## src/rtl/alu_muldiv.sv

```systemverilog
// alu_muldiv: sequential RV32I/RV32M ALU behind a valid/ready handshake.
// Base ops and divide special cases complete in one cycle; multiply and
// divide iterate one bit per cycle and hold in_ready low while busy.
module alu_muldiv #(
    parameter  int XLEN = 32,
    localparam int SHW  = $clog2(XLEN)
) (
    input  logic            clk,
    input  logic            rst,
    input  logic            in_valid,
    output logic            in_ready,
    input  logic [4:0]      op,
    input  logic [XLEN-1:0] inputA,
    input  logic [XLEN-1:0] inputB,
    output logic            out_valid,
    output logic [XLEN-1:0] out
);

    typedef enum logic [1:0] {S_IDLE, S_MUL, S_DIV, S_DONE} state_t;

    localparam logic [SHW-1:0]  LAST    = SHW'(XLEN - 1);
    localparam logic [XLEN-1:0] MOST_NEG = {1'b1, {(XLEN-1){1'b0}}};

    state_t            r_state;
    logic              r_ready;
    logic              r_out_valid;
    logic [XLEN-1:0]   r_out;
    logic [SHW-1:0]    r_cnt;
    logic [2*XLEN-1:0] r_acc;      // multiply: {partial high, remaining multiplier}
    logic [XLEN-1:0]   r_ma;       // multiplicand magnitude
    logic [XLEN-1:0]   r_mb;       // divisor magnitude
    logic [XLEN-1:0]   r_rem;      // divide partial remainder
    logic [XLEN-1:0]   r_quo;      // dividend shifting out, quotient shifting in
    logic              r_neg;      // product / quotient needs negation
    logic              r_rneg;     // remainder needs negation
    logic [1:0]        r_sel;      // low op bits select the result flavour

    logic              w_is_mul;
    logic              w_is_div;
    logic              w_a_neg;
    logic              w_b_neg;
    logic [XLEN-1:0]   w_mag_a;
    logic [XLEN-1:0]   w_mag_b;
    logic              w_b_zero;
    logic              w_ovf;
    logic              w_fast;
    logic [XLEN-1:0]   w_fast_res;
    logic [XLEN-1:0]   w_base;
    logic [XLEN:0]     w_sum;
    logic [2*XLEN-1:0] w_acc_nx;
    logic [2*XLEN-1:0] w_prod;
    logic [XLEN:0]     w_shift;
    logic              w_ge;
    logic [XLEN-1:0]   w_dsub;
    logic [XLEN-1:0]   w_rem_nx;
    logic [XLEN-1:0]   w_quo_nx;
    logic [XLEN-1:0]   w_quo_fin;
    logic [XLEN-1:0]   w_rem_fin;

    assign in_ready  = r_ready;
    assign out_valid = r_out_valid;
    assign out       = r_out;

    // Operand decode: signedness, magnitudes and divide special cases.
    always_comb begin
        w_is_mul = (op[4:2] == 3'b100);
        w_is_div = (op[4:2] == 3'b101);
        // mulh, mulhsu, div, rem treat A as signed; mulh, div, rem treat B as signed.
        w_a_neg  = inputA[XLEN-1] && (op == 5'd17 || op == 5'd18 || op == 5'd20 || op == 5'd22);
        w_b_neg  = inputB[XLEN-1] && (op == 5'd17 || op == 5'd20 || op == 5'd22);
        w_mag_a  = w_a_neg ? (~inputA + 1'b1) : inputA;
        w_mag_b  = w_b_neg ? (~inputB + 1'b1) : inputB;
        w_b_zero = (inputB == '0);
        w_ovf    = (op == 5'd20 || op == 5'd22) && (inputA == MOST_NEG) && (inputB == '1);
        w_fast   = w_is_div && (w_b_zero || w_ovf);
        // op[1] distinguishes rem/remu from div/divu.
        if (w_b_zero) begin
            w_fast_res = op[1] ? inputA : '1;
        end else begin
            w_fast_res = op[1] ? '0 : inputA;
        end
    end

    // Single-cycle base operations; unknown codes fall back to add.
    always_comb begin
        case (op)
            5'd1:    w_base = inputA - inputB;
            5'd2:    w_base = inputA << inputB[SHW-1:0];
            5'd3:    w_base = {{(XLEN-1){1'b0}}, ($signed(inputA) < $signed(inputB))};
            5'd4:    w_base = {{(XLEN-1){1'b0}}, (inputA < inputB)};
            5'd5:    w_base = inputA ^ inputB;
            5'd6:    w_base = inputA >> inputB[SHW-1:0];
            5'd7:    w_base = $signed(inputA) >>> inputB[SHW-1:0];
            5'd8:    w_base = inputA | inputB;
            5'd9:    w_base = inputA & inputB;
            default: w_base = inputA + inputB;
        endcase
    end

    // One shift-add multiply step and one restoring divide step, plus final sign fix-up.
    always_comb begin
        w_sum     = {1'b0, r_acc[2*XLEN-1:XLEN]} + (r_acc[0] ? {1'b0, r_ma} : '0);
        w_acc_nx  = {w_sum, r_acc[XLEN-1:1]};
        w_prod    = r_neg ? (~w_acc_nx + 1'b1) : w_acc_nx;

        w_shift   = {r_rem, r_quo[XLEN-1]};
        w_ge      = (w_shift >= {1'b0, r_mb});
        w_dsub    = w_shift[XLEN-1:0] - r_mb;
        w_rem_nx  = w_ge ? w_dsub : w_shift[XLEN-1:0];
        w_quo_nx  = {r_quo[XLEN-2:0], w_ge};
        w_quo_fin = r_neg  ? (~w_quo_nx + 1'b1) : w_quo_nx;
        w_rem_fin = r_rneg ? (~w_rem_nx + 1'b1) : w_rem_nx;
    end

    // Control FSM with registered result, valid pulse and ready.
    always_ff @(posedge clk) begin
        if (rst) begin
            r_state     <= S_IDLE;
            r_ready     <= 1'b1;
            r_out_valid <= 1'b0;
            r_out       <= '0;
            r_cnt       <= '0;
            r_acc       <= '0;
            r_ma        <= '0;
            r_mb        <= '0;
            r_rem       <= '0;
            r_quo       <= '0;
            r_neg       <= 1'b0;
            r_rneg      <= 1'b0;
            r_sel       <= 2'b00;
        end else begin
            r_out_valid <= 1'b0;
            case (r_state)
                S_IDLE: begin
                    if (in_valid) begin
                        if (w_is_mul) begin
                            r_state <= S_MUL;
                            r_ready <= 1'b0;
                            r_cnt   <= '0;
                            r_acc   <= {{XLEN{1'b0}}, w_mag_b};
                            r_ma    <= w_mag_a;
                            r_neg   <= w_a_neg ^ w_b_neg;
                            r_sel   <= op[1:0];
                        end else if (w_is_div && !w_fast) begin
                            r_state <= S_DIV;
                            r_ready <= 1'b0;
                            r_cnt   <= '0;
                            r_rem   <= '0;
                            r_quo   <= w_mag_a;
                            r_mb    <= w_mag_b;
                            r_neg   <= w_a_neg ^ w_b_neg;
                            r_rneg  <= w_a_neg;
                            r_sel   <= op[1:0];
                        end else begin
                            r_out       <= w_fast ? w_fast_res : w_base;
                            r_out_valid <= 1'b1;
                        end
                    end
                end
                S_MUL: begin
                    r_acc <= w_acc_nx;
                    if (r_cnt == LAST) begin
                        // mul keeps the low half; mulh/mulhsu/mulhu the high half.
                        r_out       <= (r_sel == 2'b00) ? w_prod[XLEN-1:0] : w_prod[2*XLEN-1:XLEN];
                        r_out_valid <= 1'b1;
                        r_state     <= S_DONE;
                    end else begin
                        r_cnt <= r_cnt + 1'b1;
                    end
                end
                S_DIV: begin
                    r_rem <= w_rem_nx;
                    r_quo <= w_quo_nx;
                    if (r_cnt == LAST) begin
                        r_out       <= r_sel[1] ? w_rem_fin : w_quo_fin;
                        r_out_valid <= 1'b1;
                        r_state     <= S_DONE;
                    end else begin
                        r_cnt <= r_cnt + 1'b1;
                    end
                end
                default: begin
                    r_state <= S_IDLE;
                    r_ready <= 1'b1;
                end
            endcase
        end
    end

endmodule

```

## config.mk

```make
export PLATFORM = sky130hd
export DESIGN_NAME = alu_muldiv
export DESIGN_NICKNAME = d
export VERILOG_FILES = /design/src/rtl/alu_muldiv.sv
export SDC_FILE = /design/constraint.sdc
export NUM_CORES = 2
export LEC_CHECK = 0
export CAP_MARGIN = 10
export CORE_MARGIN = 2
export CORE_UTILIZATION = 45
export DETAILED_ROUTE_END_ITERATION = 12
export GPL_TIMING_DRIVEN = 0
export PLACE_DENSITY = 0.68
export REMOVE_ABC_BUFFERS = 1
export SKIP_LAST_GASP = 1
export SLEW_MARGIN = 10
export SYNTH_ARGS = -nofsm -noshare
export SYNTH_HDL_FRONTEND = slang
export SYNTH_SLANG_ARGS = --single-unit
```

## constraint.sdc

```tcl
create_clock -name clk -period 7.55 [get_ports clk]
set_input_delay 0.755 -clock clk [delete_from_list [all_inputs] [get_ports clk]]
set_output_delay 0.755 -clock clk [all_outputs]
set_load 0.05 [all_outputs]
```

# Word level (Yosys, flattened, before mapping)

Cells that the tools add are included.

Register bits after elaboration: 237
Bits of input ports: 72
Output and inout port bits: 34
Word-level logic and storage cells: 156

Add/sub/neg operators: 10
Magnitude comparators: 3
Eq/ne operators: 30
Shift operators: 3
Muxes and demuxes: 54
Bitwise logic cells: 11
Reduce and logical (&&, ||, !) cells: 32

Operators by type and width:

| kind                                                            | number |
|---|---|
| 32-bit 2-to-1 mux                                               | 23 |
| 32-bit one-hot mux with 9 select lines                          | 1 |
| 64-bit 2-to-1 mux                                               | 3 |
| 32-bit by 1-bit adder with 32-bit output, second input constant | 4 |
| 32-bit NOT                                                      | 4 |
| 32-bit one-hot mux with 2 select lines                          | 2 |
| 64-bit one-hot mux with 2 select lines                          | 1 |
| 32-bit one-hot mux with 3 select lines                          | 1 |
| 64-bit by 1-bit adder with 64-bit output, second input constant | 1 |
| 32-bit == test, second input constant                           | 2 |
| 32-bit < comparator                                             | 2 |
| 64-bit NOT                                                      | 1 |
| 32-bit subtractor                                               | 2 |
| 32-bit by 32-bit adder with 33-bit output                       | 1 |
| 33-bit by 32-bit greater-or-equal comparator with 1-bit output  | 1 |
| 32-bit adder                                                    | 1 |
| 32-bit AND                                                      | 1 |
| 32-bit logical NOT                                              | 1 |
| 32-bit bitwise OR                                               | 1 |
| 32-bit by 5-bit << shifter with 32-bit output                   | 1 |
| 32-bit by 5-bit >> shifter with 32-bit output                   | 1 |
| 32-bit by 5-bit >>> shifter with 32-bit output                  | 1 |
| 32-bit bitwise XOR                                              | 1 |
| 5-bit == test, second input constant                            | 5 |
| 29 further kinds                                                | 81 |

# Depth between registers and ports, before layout

Depth in word-level cells: 12
Depth in mapped cells: 25
Mapped depth without buffers: 19

# Worst setup path after synthesis

No wires, ideal clock.

Kind: input to register
From: input inputB[2]
To: register r_out[24] (netlist: out[24])
Library setup time: 117 ps
Arrival time: 5161 ps
Data required time: 7433 ps
Slack: 2272 ps
Cell stages on the path: 17
Path buffers: 4
Cell sequence: inv_2 -> buf_1 -> clkbuf_1 -> buf_1 -> clkbuf_1 -> ha_1 -> nor2b_1 -> o31a_1 -> o221ai_1 -> a211oi_1 -> or3_1 -> a21boi_0 -> o21ai_0 -> a221o_1 -> a2111oi_0 -> a211oi_1 -> a22o_1

Longest elaborated chain between the ends: 9
Elaborated cells on any way between the ends: 21
Classes of those cells: add/sub: 2; eq/ne: 2; shift: 3; mux: 7; reduce/logical: 7

RTL lines:

| item                                                 | line | source |
|---|---|---|
| start: declaration                                   | 14   | `input logic [XLEN-1:0] inputB,` |
| branches (longest 9 deep; another with 32-bit adder) | n/a  |  |
| end signal: assignment                               | 155  | `r_out <= w_fast ? w_fast_res : w_base;` |
| end signal: assignment                               | 164  | `r_out <= (r_sel == 2'b00) ? w_prod[XLEN-1:0] : w_prod[2*XLEN-1:XLEN];` |
| end signal: assignment                               | 175  | `r_out <= r_sel[1] ? w_rem_fin : w_quo_fin;` |
| end: declaration                                     | 27   | `logic [XLEN-1:0] r_out;` |

Parallel ways; which one is timed is not known. The select of a mux whose other input is x is not followed.
A chain may end at the register's enable or synchronous reset.

# Worst setup path in the final report

From: input inputB[3]
To: register r_out[24] (netlist: out[24])

The elaborated chain is that of the path after synthesis.

==> results.json <==
{
  "drc": 0,
  "cts_buffers": 28,
  "globalRouteOverflowTotal": 0,
  "vias": 32000,
  "portBuffers": 105,
  "ys_types": 103,
  "fin_worst_skew_ns": 0.0394,
  "synth_edf_count": 0,
  "cellLeakagePower_nw": 11.5,
  "finalWeightedCongestion": 1.06,
  "clk_latency_ns": 0.60,
  "clockBufferDepth": 3,
  "cp.required_ns": 8.03,
  "rsz0062_at_grt": "false",
  "fin_crit_sh_pct": 93.5,
  "finalInstanceArea_um2": 31000,
  "post-cts-setup-buffer-count": 0,
  "grt_use_total_pct": 36.8,
  "ys_ff_latch": 237,
  "hold-worst-slack_ns": 0.450,
  "drtIter0Drc": 4442,
  "cts_hold_buffers": 0,
  "crit_start": "inputB[3]",
  "die_x_um": 255,
  "syn2layout_area_growth_pct": 9.24,
  "utilization_pct": 49.5,
  "antenna_left": 0,
  "crit_chain": "buf_2 -> buf_12 -> clkinv_1 -> ha_1 -> inv_1 -> o21a_1 -> o31ai_1 -> a21oi_1 -> o21ai_0 -> o41ai_1 -> a21oi_1 -> a221o_1 -> a2111oi_0 -> a211oi_1 -> a22o_1",
  "worstMarginPinSlew_ns": 1.28,
  "maxCapViolations": 0,
  "rrSetupSlack_ns": 0.98,
  "end_kind": "register",
  "yosysWarningCount": 0,
  "period_needed_ns": 7.06,
  "ys.flop_type": "dfxtp_1",
  "ir_drop_uv": 189,
  "dieArea_um2": 65200,
  "worstPathArrival_ns": 7.54,
  "worst_path_most_repeated_cell": "a21oi_1",
  "worstSetupPathType": "primary input to register",
  "synthTopCellsByCount": "468 x nor2_1, 416 x nand2_1, 313 x a21oi_1, 279 x o21ai_0, 263 x clkbuf_1",
  "synth.top_cell.area_share_pct": 16.7,
  "syn_area_um2": 28400,
  "timing.fmax_mhz": 142,
  "htree_levels": 1,
  "initial_core_util_pct": 45.3,
  "die-height_um": 255,
  "grt_max_degree": 127,
  "rows": 92,
  "netlist_top_cells_area": "dfxtp_1 17%, ha_1 7.6%, nor2_1 6.2%",
  "placed_cell_area_um2": 30100,
  "crit_path_max_fanout": 38,
  "p_total_mw": 7.52,
  "synth_most_common_cell": "nor2_1",
  "vias_per_cell": 6.80,
  "routed_wl_um": 123000,
  "cts_tree": "done",
  "endpoint": "out[24]$_SDFFE_PP0P_",
  "diodes": 0,
  "io_pins": 106,
  "async_reset_ff_share_pct": 0,
  "seq_area_frac_synth_pct": 16.7,
  "syn-instance-count": 3980,
  "hpwl_um": 94800,
  "critPathLaunchType": "primary input",
  "slew_headroom_pct": 14.6,
  "status": "completed",
  "grt_pass1_vias": 28500,
  "r2r-start": "r_mb[19]$_SDFFE_PP0P_",
  "core_um2": 62700,
  "hold_viol": 0,
  "wire_per_inst_um": 26.2,
  "finalSetupViolCount": 0,
  "drt_first_pass_iters": 8,
  "clockRootBuffer": "clkbuf_16",
  "power_density_nw_per_um2": 242,
  "slowest_stage": "a2111oi_0",
  "rr_worst_depth": 18,
  "cp_slowest_stage_delay_ns": 1.06,
  "antenna_found_initial": 1,
  "clkSlewWorstSetupHoldPaths_ns": 0.06,
  "slew_viol_final": 0,
  "syn_area_per_cell_um2": 7.14,
  "nets": 4096,
  "cts.sink_count": 237,
  "yosysTopAreaCell": "dfxtp_1",
  "drive_gt1_share_pct": 6.83,
  "worst_r2r_endpoint": "out[18]$_SDFFE_PP0P_",
  "ctsResizeCount": 0,
  "hold_path_class": "register to register",
  "grt_pass1_wl_um": 183000
}
[final cells by class]
type | instances | area [um2]
Clock inverter | 7 | 93.8
Fill cell | 6306 | 31700
Multi-Input combinational cell | 3263 | 21900
Clock buffer | 41 | 820
Sequential cell | 237 | 4750
Inverter | 167 | 627
Timing Repair Buffer | 150 | 1750
Tap cell | 846 | 1060
[worst max-delay path, delay by kind of cell]
family / cells / cell delay (ns)
buf+inv: 4 / 1.93
compound gates: 10 / 4.06
fa+ha+maj: 1 / 0.77
[placed cells by master (no fill, tap or decap), drive strengths merged, types with 24 or more instances in the layout]
cell and n:
mux2i 75, buf 52, clkdlybuf4s50 97, o221ai 26, a211oi 122, and2 56, o31ai 48, a21oi 314
clkbuf 41, or2 24, o22ai 25, a31oi 47, o211ai 51, xor2 63, nor3 99, nand2b 30
o41ai 24, inv 165, dfxtp 237, o21ai 286, nand4 46, a22oi 55, xnor2 121, o21a 27
a21o 51, nor2 469, a221oi 57, ha 173, mux4 64, nand2 416, nor4 41, nand3 73
or3 48
[routing by layer]
metal	track usage, %	wire length, um	part of all wire [%]	vias to the layer above
met5	0	10	0.0081	-
met4	19.3	7780	6.3	2
met3	5.80	13900	11	364
met2	55.6	52100	42	2073
met1	50.4	49500	40	15100
li1	-	-	-	14500
[state kept, by name (all words and copies together) (netlist names), 2 cells and up]
| signal | count |
|---|---|
| r_cnt | 5 |
| r_state | 2 |
| r_ma | 32 |
| r_mb | 32 |
| r_quo | 32 |
| r_acc | 64 |
| r_sel | 2 |
| r_rem | 32 |
| out | 32 |
[worst min path at each step]
stage	startpoint	endpoint	slack, ns	depth (start not counted)
floorplan	r_ma[0]$_SDFFE_PP0P_	r_ma[0]$_SDFFE_PP0P_	0.43	2
global placement	out[8]$_SDFFE_PP0P_	out[8]$_SDFFE_PP0P_	0.44	2
detailed placement	out[8]$_SDFFE_PP0P_	out[8]$_SDFFE_PP0P_	0.45	2
CTS	out[8]$_SDFFE_PP0P_	out[8]$_SDFFE_PP0P_	0.45	2
global route	out[1]$_SDFFE_PP0P_	out[1]$_SDFFE_PP0P_	0.47	2
finish	out[8]$_SDFFE_PP0P_	out[8]$_SDFFE_PP0P_	0.45	2
[per-stage QoR]
stage               instances  setup TNS [ns]  setup WS [ns]
CTS                      4711               0          0.894
floorplan                3667         -104.70          -2.19
finish                   4711               0          0.489
global route             4711               0          0.380
detailed placement       4663               0          0.296
global placement         4618        -1791.81         -14.71
[power by group]
part / internal [mW] / switching (mW) / total [mW]
Sequential: 1.40 / 0.191 / 1.59
Combinational: 1.46 / 3.08 / 4.54
Clock: 0.785 / 0.599 / 1.38
[logic make-up after synthesis]
| kind of cell | synth area share, % |
|---|---|
| mux | 8.20 |
| compound gates | 31.2 |
| buf+inv | 6.58 |
| flops | 16.7 |
| simple gates | 23.0 |
| fa+ha+maj | 8.57 |
| xor+xnor | 5.67 |
(Power assumes the default switching activity.)
